**src/rtl/draw_region_blit.sv**
```systemverilog
// draw_region_blit: paints a WxH screen region row-major, one pixel per clock, from a
// constant colour or from the background ROM at the same coordinate (region restore).
// Optional feature macro: DRAW_REGION_TRANSPARENT_EN (ROM pixels equal to TRANSP_KEY are not plotted).
module draw_region_blit #(
  parameter int SCREEN_W = 160,
  parameter int SCREEN_H = 120,
  parameter int X_W = 8,
  parameter int Y_W = 7,
  parameter int COLOUR_W = 3,
  parameter int ADDR_W = 15,
  parameter int ROM_LAT = 1,
  parameter logic [COLOUR_W-1:0] TRANSP_KEY = '0
) (
  input  logic                clock,
  input  logic                reset,
  input  logic                start,
  input  logic [X_W-1:0]      x0,
  input  logic [Y_W-1:0]      y0,
  input  logic [X_W-1:0]      width,
  input  logic [Y_W-1:0]      height,
  input  logic                use_rom,
  input  logic [COLOUR_W-1:0] fill_colour,
  output logic [ADDR_W-1:0]   rom_address,
  input  logic [COLOUR_W-1:0] rom_q,
  output logic [X_W-1:0]      vga_x,
  output logic [Y_W-1:0]      vga_y,
  output logic [COLOUR_W-1:0] colour,
  output logic                plot,
  output logic                busy,
  output logic                done
);
`ifdef DRAW_REGION_TRANSPARENT_EN
  localparam bit TRANSP_EN = 1'b1;
`else
  localparam bit TRANSP_EN = 1'b0;
`endif
  localparam int PW = 1 + X_W + Y_W + COLOUR_W;
  localparam logic [X_W:0] SW = SCREEN_W[X_W:0];
  localparam logic [Y_W:0] SH = SCREEN_H[Y_W:0];
  typedef enum logic [1:0] {IDLE, RUN, FLUSH, DONE} state_t;
  state_t state_q, state_d;
  logic [X_W-1:0] x0_q, x0_d, w_q, w_d, col_q, col_d, vga_x_q, vga_x_d;
  logic [Y_W-1:0] y0_q, y0_d, h_q, h_d, row_q, row_d, vga_y_q, vga_y_d;
  logic [COLOUR_W-1:0] fill_q, fill_d, colour_q, colour_d;
  logic ur_q, ur_d, plot_q, plot_d, busy_q, busy_d, done_q, done_d;
  logic [1:0] fl_q, fl_d;
  logic [X_W:0] px;
  logic [Y_W:0] py;
  logic issue, in_scr, last, keyed;
  logic [PW-1:0] stage_d, tail;
  logic t_vld;
  logic [X_W-1:0] t_x;
  logic [Y_W-1:0] t_y;
  logic [COLOUR_W-1:0] t_fill, pix_colour;
  // Issue side: current pixel coordinate, clip flag and ROM address, widened so nothing wraps
  always_comb begin
    issue = state_q == RUN;
    px = {1'b0, x0_q} + {1'b0, col_q};
    py = {1'b0, y0_q} + {1'b0, row_q};
    in_scr = (px < SW) && (py < SH);
    rom_address = issue ? ADDR_W'(32'(py) * 32'(SCREEN_W) + 32'(px)) : '0;
    stage_d = {issue & in_scr, px[X_W-1:0], py[Y_W-1:0], fill_q};
    last = (col_q == w_q - X_W'(1)) && (row_q == h_q - Y_W'(1));
  end
  // Control FSM next state: latch the job on start, walk col/row, drain the ROM pipeline
  always_comb begin
    state_d = state_q;
    x0_d = x0_q;
    y0_d = y0_q;
    w_d = w_q;
    h_d = h_q;
    ur_d = ur_q;
    fill_d = fill_q;
    col_d = col_q;
    row_d = row_q;
    fl_d = fl_q;
    case (state_q)
      IDLE: if (start) begin
        x0_d = x0;
        y0_d = y0;
        w_d = width;
        h_d = height;
        ur_d = use_rom;
        fill_d = fill_colour;
        col_d = '0;
        row_d = '0;
        state_d = (width == '0 || height == '0) ? DONE : RUN;
      end
      RUN: begin
        col_d = (col_q == w_q - X_W'(1)) ? '0 : col_q + X_W'(1);
        row_d = (col_q == w_q - X_W'(1)) ? row_q + Y_W'(1) : row_q;
        fl_d = '0;
        if (last) state_d = (ROM_LAT == 0) ? DONE : FLUSH;
      end
      FLUSH: begin
        fl_d = fl_q + 2'd1;
        if (fl_q == 2'(ROM_LAT - 1)) state_d = DONE;
      end
      default: state_d = IDLE;
    endcase
    busy_d = state_d != IDLE;
    // done lags the DONE state by one clock so it lands one cycle after the final plot
    done_d = state_q == DONE;
  end
  // ROM_LAT-deep delay of the issue-side pixel so it meets rom_q at the output stage
  generate
    if (ROM_LAT == 0) begin : g_nolat
      assign tail = stage_d;
    end else begin : g_lat
      logic [PW-1:0] pipe_q [ROM_LAT];
      // Shift register aligning coordinates, clip flag and fill colour with the ROM read
      always_ff @(posedge clock or posedge reset)
        if (reset) for (int i = 0; i < ROM_LAT; i++) pipe_q[i] <= '0;
        else begin
          pipe_q[0] <= stage_d;
          for (int i = 1; i < ROM_LAT; i++) pipe_q[i] <= pipe_q[i-1];
        end
      assign tail = pipe_q[ROM_LAT-1];
    end
  endgenerate
  // Output stage: pick the colour source, suppress keyed pixels, hold x/y/colour when idle
  always_comb begin
    {t_vld, t_x, t_y, t_fill} = tail;
    pix_colour = ur_q ? rom_q : t_fill;
    keyed = TRANSP_EN && ur_q && (rom_q == TRANSP_KEY);
    plot_d = t_vld & ~keyed;
    vga_x_d = plot_d ? t_x : vga_x_q;
    vga_y_d = plot_d ? t_y : vga_y_q;
    colour_d = plot_d ? pix_colour : colour_q;
  end
  // All FSM state, job registers and registered outputs
  always_ff @(posedge clock or posedge reset)
    if (reset) begin
      state_q <= IDLE;
      x0_q <= '0;
      y0_q <= '0;
      w_q <= '0;
      h_q <= '0;
      ur_q <= 1'b0;
      fill_q <= '0;
      col_q <= '0;
      row_q <= '0;
      fl_q <= '0;
      vga_x_q <= '0;
      vga_y_q <= '0;
      colour_q <= '0;
      plot_q <= 1'b0;
      busy_q <= 1'b0;
      done_q <= 1'b0;
    end else begin
      state_q <= state_d;
      x0_q <= x0_d;
      y0_q <= y0_d;
      w_q <= w_d;
      h_q <= h_d;
      ur_q <= ur_d;
      fill_q <= fill_d;
      col_q <= col_d;
      row_q <= row_d;
      fl_q <= fl_d;
      vga_x_q <= vga_x_d;
      vga_y_q <= vga_y_d;
      colour_q <= colour_d;
      plot_q <= plot_d;
      busy_q <= busy_d;
      done_q <= done_d;
    end
  assign vga_x = vga_x_q;
  assign vga_y = vga_y_q;
  assign colour = colour_q;
  assign plot = plot_q;
  assign busy = busy_q;
  assign done = done_q;
endmodule

```
**config.mk**
```make
export PLATFORM = sky130hd
export DESIGN_NAME = draw_region_blit
export DESIGN_NICKNAME = d
export VERILOG_FILES = /design/src/rtl/draw_region_blit.sv
export SDC_FILE = /design/constraint.sdc
export NUM_CORES = 1
export LEC_CHECK = 0
export ABC_AREA = 1
export CORE_UTILIZATION = 50
export DETAILED_ROUTE_END_ITERATION = 16
export MAX_ROUTING_LAYER = met4
export PLACE_DENSITY = 0.8
export SYNTH_ARGS = -nofsm -noshare
export SYNTH_HDL_FRONTEND = slang
export SYNTH_SLANG_ARGS = --single-unit
```
**constraint.sdc**
```tcl
create_clock -name clock -period 7.3 [get_ports clock]
set_input_delay 1.46 -clock clock [delete_from_list [all_inputs] [get_ports clock]]
set_output_delay 1.46 -clock clock [all_outputs]
set_load 0.005 [all_outputs]
```
==> results of run 1 <==
final timing paths:
kind,to,cells after the start
worst max-delay path,rom_address[14],20
worst min-delay path,g_lat.pipe_q[1],0
worst max register to register,col_q[7],11
worst min register to register,g_lat.pipe_q[1],0
max in group asynchronous,vga_y[3],3
min in group asynchronous,vga_x[4],2
sequential cells by signal (all words and copies together), names as in the netlist, 3 cells and up:
signal / count
h_q: 7
row_q: 7
w_q: 8
y0_q: 7
fill_q: 3
vga_x: 8
colour: 3
x0_q: 8
g_lat.pipe_q: 19
col_q: 8
vga_y: 7
through the flow:
stage,hold WS [ns],total power [W],cells,setup slack (ns),utilization
global route,0.390,0.00373,845,1.23,0.626
floorplan,0.349,0.00231,627,2.80,-
finish,0.377,0.00340,845,1.58,0.626
detailed placement,0.357,0.00300,829,2.07,0.604
global placement,0.352,0.00289,829,2.16,0.604
CTS,0.378,0.00341,845,1.63,0.626
power breakdown:
| group | total [W] | switching (W) | internal (W) |
|---|---|---|---|
| combinational | 0.00208 | 0.00111 | 0.000971 |
| sequential | 0.000917 | 0.000169 | 0.000748 |
| clock | 0.000401 | 0.000189 | 0.000212 |
| total | 0.00340 | 0.00146 | 0.00193 |
layer usage:
layer | wire (µm) | up-vias | GRT usage
met5 | 0 | - | -
met4 | 227 | 0 | 0.0863
met3 | 521 | 20 | 0.0441
met2 | 5460 | 120 | 0.363
met1 | 4980 | 2067 | 0.282
li1 | - | 2191 | -
synth_stat cells (all sizes together):
cell type	number
nand2	142
dfrtp	93
inv	80
nor2	61
nand3	40
ha	36
mux2	33
a21oi	32
o21ai	30
xor2	21
nand4	9
nor3	9
xnor2	7
buf	6
clkbuf	5
fa	4
or2	4
a31oi	3
o21bai	3
and2	2
nor4	2
clkinv	1
nand3b	1
o211ai	1
o21a	1
o22ai	1
worst max-delay path: cells and delay by family (launching register included):
family	cells	cell delay (ns)
AOI/OAI and AO/OA	2	0.33
xor gates and xnor gates	1	0.26
adders and majority gates	3	0.95
buffers and inverters	2	0.64
DFF	1	0.44
and+or+nand+nor	12	1.25
cells by family after synthesis:
family	Yosys count	synth area share
buffers and inverters	92	0.0675
adders and majority gates	40	0.0980
muxes	33	0.0686
AOI/OAI and AO/OA	71	0.0703
xor gates and xnor gates	28	0.0453
DFF	93	0.430
and+or+nand+nor	270	0.220
area by class of cell:
cell class / count / area [µm²] / area share
timing repair buffer: 77 / 766 / 0.117
inverter: 81 / 308 / 0.0472
multi-input combinational: 442 / 2720 / 0.417
sequential: 93 / 2330 / 0.357
tap: 136 / 170 / 0.0261
clock inverter: 5 / 81.3 / 0.0125
clock buffer: 11 / 151 / 0.0232
==> impl_metrics.toml, run 1 <==
[worst_setup_path]
timing.critical_path.arrival_ns = 4.26
worstSetupPathType = "flop to primary output"
critPathMaxFanout = 4
cpPeakStageDelay_ns = 0.50
worstSetupEndpointType = "primary output"
regToRegStartpoint = "state_q[1]"
worstPathCellList = "ha_1, fa_1, nand3_1, nand2_1, a21oi_1, o21bai_1, xor2_1, inv_1, ha_1, nand3_1, nand3_1, nand2_1, nand2_1, nand3_1, nor3_1, nand3_1, nand2_1, nand2_1, nor2_1, clkdlybuf4s50_1"
cp-startpoint = "col_q[0]"
worst-r2r-setup-slack_ns = 4.59
critical_path_source_type = "flop"
critPathSlowestCell = "clkdlybuf4s50_1"
wp_data_required_ns = 5.84

[grt]
gr-total-overflow = 0
first_global_vias = 4346
grt_pass1_wl_mm = 19.4
pin_count_of_the_biggest_net_entering_global_routing = 67
antenna_found_initial = 0
total_grt_usage = 0.225

[timing]
layout_worst_path_cycle_share = 0.783
unrepaired_setup_endpoints_after_global_routing = "false"
maxClockFrequency_ghz = 0.175
timing.slew.headroom = 0.444
clock_skew_ns = 0.00935
timing.setup.tns_ns = 0
slew_violations = 0
timing.final.hold_violations = 0
finalCriticalPeriod_ns = 5.72
timing_worst_slew_pin_value_ns = 0.834
setup_viol_count_final = 0

[route]
detail-route-antenna-nets = 0
drt_first_pass_iters = 6
drt-total-wl_mm = 11.2
routed_wire_length_per_instance_um = 13.2
post-route-drc-count = 0
vias = 4398
drt_iter0_markers = 195
drt-vias-per-instance = 5.20

[placement]
detailed_place.area_mm2 = 0.00629
dp_hpwl_mm = 8.67
port-buffer-count = 75
gp_congestion = 0.872

[floorplan]
fp.dieArea_mm2 = 0.0112
die_width_um = 106
start_util = 0.520
floorplan.die.height_um = 106
std_cell_rows = 37
design.core.area_mm2 = 0.0104
top_level_ports = 76

[cells_and_area]
layout_cell_area_excl_fill_mm2 = 0.00653
final.fill_count = 886
antenna_cells_inserted = 0
layout-drive-gt1-share = 0.103
layout.nets = 784
layout.cells.most_common_list = "nand2_1 (140), dfrtp_1 (93), inv_1 (76)"
area_growth_pct = 20.5
layout_commonest_cell = "nand2_1"

[clocking]
clkLatencyLatePin_ns = 0.38
post-cts-setup-buffer-count = 0
cts_hold_buffers = 0
path_clk_slew_ns = 0.09
numClockSinks = 93
clock_tree.root_cell = "clkbuf_8"
clock_tree.htree_level_count = 3
cts-buffers-inserted = 9
ctsResizeCount = 0
tritoncts = "yes"
clock_path_buffers = 2

[yosys]
synth_area_leader_cell = "dfrtp_1"
synth_sequential_area_ratio = 0.430
synthesis.area_mm2 = 0.00541
post_synthesis_cell_count = 627
postSynthRegisterBits = 93
synthesis.area_per_instance_um2 = 8.63
synthDominantCellAreaShare = 0.430
post_synth_main_area_contributors = "dfrtp_1 (43%), nand2_1 (9.7%), ha_1 (8.3%)"
postSynthNetCount = 707
synthesis.yosys.warnings = 0
synthDistinctLibCells = 42

[power]
power-per-cell-area_mw_per_mm2 = 520
worst_ir_drop_vdd_uv = 475
static-leakage-power_nw = 3.17

[run_status]
status = "complete, no violations"

[hold_path]
tightest_hold_check_type = "flop to flop"
min_from = "fill_q[1]"

[run]
cap_violations = 0
Note: power is estimated with default switching activity, not from simulation.
==> inputs of run 2 (changes only) <==
- clock period: 7.3 -> 5.3 ns (I/O delays scaled with it)
==> run 2 against run 1 <==
  * First-iteration DRC count increased by 1.5%
  * Largest cell class unchanged
  * Sequential power increased by 38%
  * Core utilization increased by 1.0 points
  * Clock power increased by 21%
  * Cell count increased by 0.24%
  * Via count decreased by 1.3%
  * Critical path type unchanged
==> impl_metrics.toml, run 2 (synthesized netlist as in run 1, its figures left out) <==
[run_status]
status = "complete, no violations"

[worst_setup_path]
wp_data_required_ns = 4.24
timing.critical_path.arrival_ns = 3.95
worstSetupEndpointType = "primary output"
critical_path_source_type = "flop"
r2r_end = "col_q[7]"
regToRegStartpoint = "state_q[1]"
worstSetupPathType = "flop to primary output"
ff2ff_path_depth = 11
worst-r2r-setup-slack_ns = 2.59
critPathMaxFanout = 4

[timing]
layout_worst_path_cycle_share = 0.945
maxClockFrequency_ghz = 0.200
timing_worst_slew_pin_value_ns = 1.02
timing.slew.headroom = 0.317
unrepaired_setup_endpoints_after_global_routing = "false"
timing.setup.tns_ns = 0
slew_violations = 0
layout_setup_ws_ns = 0.291
setup_viol_count_final = 0
timing.final.hold_violations = 0
clock_skew_ns = 0.0132
finalCriticalPeriod_ns = 5.01

[power]
worst_ir_drop_vdd_uv = 514
static-leakage-power_nw = 3.18
power-per-cell-area_mw_per_mm2 = 737

[route]
vias = 4339
drt-vias-per-instance = 5.12
drt_iter0_markers = 198
detail-route-antenna-nets = 0
routed_wire_length_per_instance_um = 13.6
post-route-drc-count = 0
drt-total-wl_mm = 11.5
drt_first_pass_iters = 4

[floorplan]
top_level_ports = 76
fp.dieArea_mm2 = 0.0112
std_cell_rows = 37
start_util = 0.520
die_width_um = 106
floorplan.die.height_um = 106
design.core.area_mm2 = 0.0104

[clocking]
cts_hold_buffers = 0
tritoncts = "yes"
path_clk_slew_ns = 0.10
cts-buffers-inserted = 9
clock_path_buffers = 2
clkLatencyLatePin_ns = 0.37
clock_tree.htree_level_count = 3
clock_tree.root_cell = "clkbuf_8"
numClockSinks = 93

[cells_and_area]
antenna_cells_inserted = 0
layout_cell_area_excl_fill_mm2 = 0.00663
layout.nets = 787
layout_commonest_cell = "nand2_1"
layout.cells.most_common_list = "nand2_1 (138), dfrtp_1 (92), inv_1 (75), clkdlybuf4s50_1 (75), nor2_1 (53)"
layout-drive-gt1-share = 0.136
largest_register = "g_lat.pipe_q"
largest_register_ffs = 19
register_area_mm2 = 0.00233
final.fill_count = 826
area_growth_pct = 22.5
total_area_of_multi_input_combinational_cells_mm2 = 0.00284

[grt]
pin_count_of_the_biggest_net_entering_global_routing = 61
antenna_found_initial = 0
grt_pass1_wl_mm = 19.2
total_grt_usage = 0.221
gr-total-overflow = 0
first_global_vias = 4254

[hold_path]
tightest_hold_check_type = "flop to flop"
min_from = "fill_q[2]"
min_delay_path_depth = 0
worst_hold_path.endpoint = "g_lat.pipe_q[2]"

[placement]
gp_congestion = 0.871
port-buffer-count = 75
dp_hpwl_mm = 8.63
post-place-ws_ns = 0.471
detailed_place.area_mm2 = 0.00629

[run]
cap_violations = 0
run 2: changes by cell type in the layout (fill, tap and decap cells not counted), moves of 3 or more:
cell,before,now
ha_1,36,31
fa_2,0,4
fa_1,4,0
buf_4,2,5
ha_4,0,4
run 2: what timing repair did:
item | 4_1_cts | 5_1_grt
setup buffers | 0 | 3
setup endpoints to repair | 0 | 4
endpoints found under the hold margin | 0 | 0
gates resized for setup | 0 | 25
run 2: final cells by class:
type,count,share of cell area
multi-input combinational,442,0.428
sequential,93,0.351
timing repair buffer,80,0.119
inverter,81,0.0464
tap,136,0.0257
clock buffer,10,0.0208
clock inverter,5,0.00906
run 2: routing by layer:
| metal | share of wire | up-vias | global-route usage |
|---|---|---|---|
| met3 | 0.046 | 16 | 0.0374 |
| met2 | 0.49 | 118 | 0.377 |
| li1 | - | 2202 | - |
| met4 | 0.013 | 0 | 0.0625 |
| met5 | 0 | - | - |
| met1 | 0.45 | 2003 | 0.270 |
run 2: power by group:
group / leakage, nW / internal (W) / switching (W)
logic: 1.95 / 0.00149 / 0.00163
registers: 1.13 / 0.00103 / 0.000242
clock network: 0.0987 / 0.000230 / 0.000255
run 2: worst max path at each step:
stage | startpoint | endpoint | slack (ns) | depth (start not counted)
finish | row_q[0] | rom_address[13] | 0.29 | 13
global route | row_q[0] | rom_address[14] | 0.008 | 18
CTS | row_q[0] | rom_address[14] | 0.07 | 16
detailed placement | row_q[0] | rom_address[14] | 0.47 | 16
global placement | row_q[0] | rom_address[14] | 0.55 | 16
floorplan | row_q[0] | rom_address[14] | 1.20 | 15
run 2: worst max-delay path: stages (launching register included):
cell	delay [ns]
dfrtp_1	0.43
ha_1	0.24
fa_2	0.63
ha_1	0.26
ha_1	0.21
inv_1	0.07
fa_2	0.45
nor2_1	0.12
nand2_1	0.07
or2_2	0.29
nor2_1	0.12
a21oi_1	0.06
nor2_1	0.11
clkdlybuf4s50_1	0.51
run 2: per-stage QoR:
step	hold WS, ns	utilization	std cells	power, W
4_1_cts	0.379	0.623	844	0.00465
5_1_grt	0.389	0.637	847	0.00533
3_3_place_gp	0.356	0.604	829	0.00399
6_report	0.378	0.637	847	0.00488
3_5_place_dp	0.360	0.604	829	0.00413
2_1_floorplan	0.349	-	627	0.00318
==> inputs of run 3 (changes only) <==
- SETUP_SLACK_MARGIN: not set -> 0.1
==> run 3 against run 2 <==
  * Routed wire length is 1.1% higher
  * Global-route usage hardly changed
  * Non-clock buffer count is 1 higher
  * Critical path depth stayed put
  * Sequential share of layout area is 0.14 points lower
  * Largest power group unchanged
  * Highest routed layer unchanged
==> impl_metrics.toml, run 3 (synthesized netlist as in run 1, its figures left out) <==
[cells_and_area]
layout.cells.most_common_list = "nand2_1 (138), dfrtp_1 (91), inv_1 (75)"
layout_cell_area_excl_fill_mm2 = 0.00666
layout-drive-gt1-share = 0.145
area_growth_pct = 23.0
finalCoreUtilization = 0.639
total_area_of_multi_input_combinational_cells_mm2 = 0.00286
largest_register = "g_lat.pipe_q"
layout.nets = 788
fin_cells = 848
final.fill_count = 825
largest_register_ffs = 19
layout_commonest_cell = "nand2_1"
register_area_mm2 = 0.00233
antenna_cells_inserted = 0

[grt]
total_grt_usage = 0.221
gr-total-overflow = 0
antenna_found_initial = 0
grt_pass1_wl_mm = 19.2
first_global_vias = 4256
pin_count_of_the_biggest_net_entering_global_routing = 61

[floorplan]
die_width_um = 106
top_level_ports = 76
start_util = 0.520
fp.dieArea_mm2 = 0.0112
design.core.area_mm2 = 0.0104
std_cell_rows = 37
floorplan.die.height_um = 106

[clocking]
clock_tree.root_cell = "clkbuf_8"
clkLatencyLatePin_ns = 0.37
numClockSinks = 93
path_clk_slew_ns = 0.09
cts_hold_buffers = 0
cts-buffers-inserted = 9
clock_tree.htree_level_count = 3
clock_path_buffers = 2
tritoncts = "yes"

[timing]
timing.slew.headroom = 0.315
timing.final.hold_violations = 0
maxClockFrequency_ghz = 0.199
unrepaired_setup_endpoints_after_global_routing = "false"
clock_skew_ns = 0.0134
timing_worst_slew_pin_value_ns = 1.03
slew_violations = 0
timing.setup.tns_ns = 0
layout_worst_path_cycle_share = 0.948
finalCriticalPeriod_ns = 5.02
setup_viol_count_final = 0

[worst_setup_path]
critPathMaxFanout = 4
timing.critical_path.arrival_ns = 3.96
worst-r2r-setup-slack_ns = 2.58
worstSetupEndpointType = "primary output"
worstSetupPathType = "flop to primary output"
critPathSlowestCell = "clkdlybuf4s50_1"
cp-startpoint = "row_q[0]"
wp_data_required_ns = 4.24
cpPeakStageDelay_ns = 0.55
critPathCapture = "rom_address[12]"
ff2ff_path_depth = 11
cpMostUsedCell = "fa_2"
r2r_end = "col_q[7]"
regToRegStartpoint = "state_q[1]"
worstPathCellList = "ha_2, fa_2, nand2_1, nand3_1, xor2_2, ha_1, inv_1, fa_2, o21ai_2, xor2_1, nor3_4, nor3_1, clkdlybuf4s50_1"
critical_path_source_type = "flop"

[route]
drt-total-wl_mm = 11.6
drt_iter0_markers = 191
drt_first_pass_iters = 4
detail-route-antenna-nets = 0
routed_wire_length_per_instance_um = 13.7
vias = 4366
post-route-drc-count = 0
drt-vias-per-instance = 5.15

[placement]
placedCellCount = 829
port-buffer-count = 75
detailed_place.area_mm2 = 0.00629
gp_congestion = 0.871
dp_hpwl_mm = 8.63

[power]
static-leakage-power_nw = 3.20
overall_power_w = 0.00495
worst_ir_drop_vdd_uv = 515
power-per-cell-area_mw_per_mm2 = 743

[run_status]
status = "complete, no violations"

[run]
cap_violations = 0

[hold_path]
tightest_hold_check_type = "flop to flop"
==> run 3: changes by cell type in the layout (fill, tap and decap cells not counted), sizes merged <==
cell,before,now
clkdlybuf4s50,75,74
dlymetal6s2s,0,1
buf,5,6
==> run 3: what timing repair did <==
action / CTS / global route
endpoints found under the setup margin: 1 / 5
resized for setup: 2 / 31
gates cloned: 0 / 0
endpoints found under the hold margin: 0 / 0
pin swaps: 0 / 6
setup buffers: 0 / 4
==> run 3: metal layers <==
layer  vias to the layer above  share of wire  GRT usage
li1                       2207              -          -
met1                      2020           0.45      0.270
met2                       122           0.49      0.378
met3                        17          0.047     0.0374
met4                         0          0.014     0.0625
met5                         -              0          -
==> run 3: worst min-delay path by stage <==
stage	start	endpoint	slack, ns	cells after the start
2_1_floorplan	fill_q[0]	g_lat.pipe_q[0]	0.35	0
3_3_place_gp	fill_q[1]	g_lat.pipe_q[1]	0.36	0
3_5_place_dp	fill_q[2]	g_lat.pipe_q[2]	0.36	0
4_1_cts	fill_q[2]	g_lat.pipe_q[2]	0.38	0
5_1_grt	fill_q[1]	g_lat.pipe_q[1]	0.39	0
6_report	fill_q[2]	g_lat.pipe_q[2]	0.38	0
==> run 3: per-stage QoR <==
stage | hold slack [ns] | worst slack (ns)
2_1_floorplan | 0.349 | 1.20
6_report | 0.378 | 0.276
3_5_place_dp | 0.360 | 0.471
5_1_grt | 0.389 | 0.0632
3_3_place_gp | 0.356 | 0.555
4_1_cts | 0.379 | 0.106
==> run 3: final cells by class <==
| cell class | instances | area share |
|---|---|---|
| multi-input cells | 442 | 0.429 |
| flip-flops and latches | 93 | 0.350 |
| repair buffers | 81 | 0.120 |
| inverters | 81 | 0.0462 |
| well taps | 136 | 0.0255 |
| clock buffers | 10 | 0.0207 |
| clock inverters | 5 | 0.00902 |
==> run 3: power breakdown <==
group          total (W)  switching, W  internal, W
registers        0.00127      0.000243      0.00103
clock network   0.000487      0.000257     0.000230
logic            0.00319       0.00169      0.00149
==> run 3: critical path, delay by kind of cell, from the launching register on <==
family | cells | cell delay [ns]
AOI/OAI and AO/OA | 1 | 0.18
xor gates and xnor gates | 2 | 0.57
adders and majority gates | 4 | 1.32
buffers and inverters | 2 | 0.62
DFF | 1 | 0.41
and+or+nand+nor | 4 | 0.51
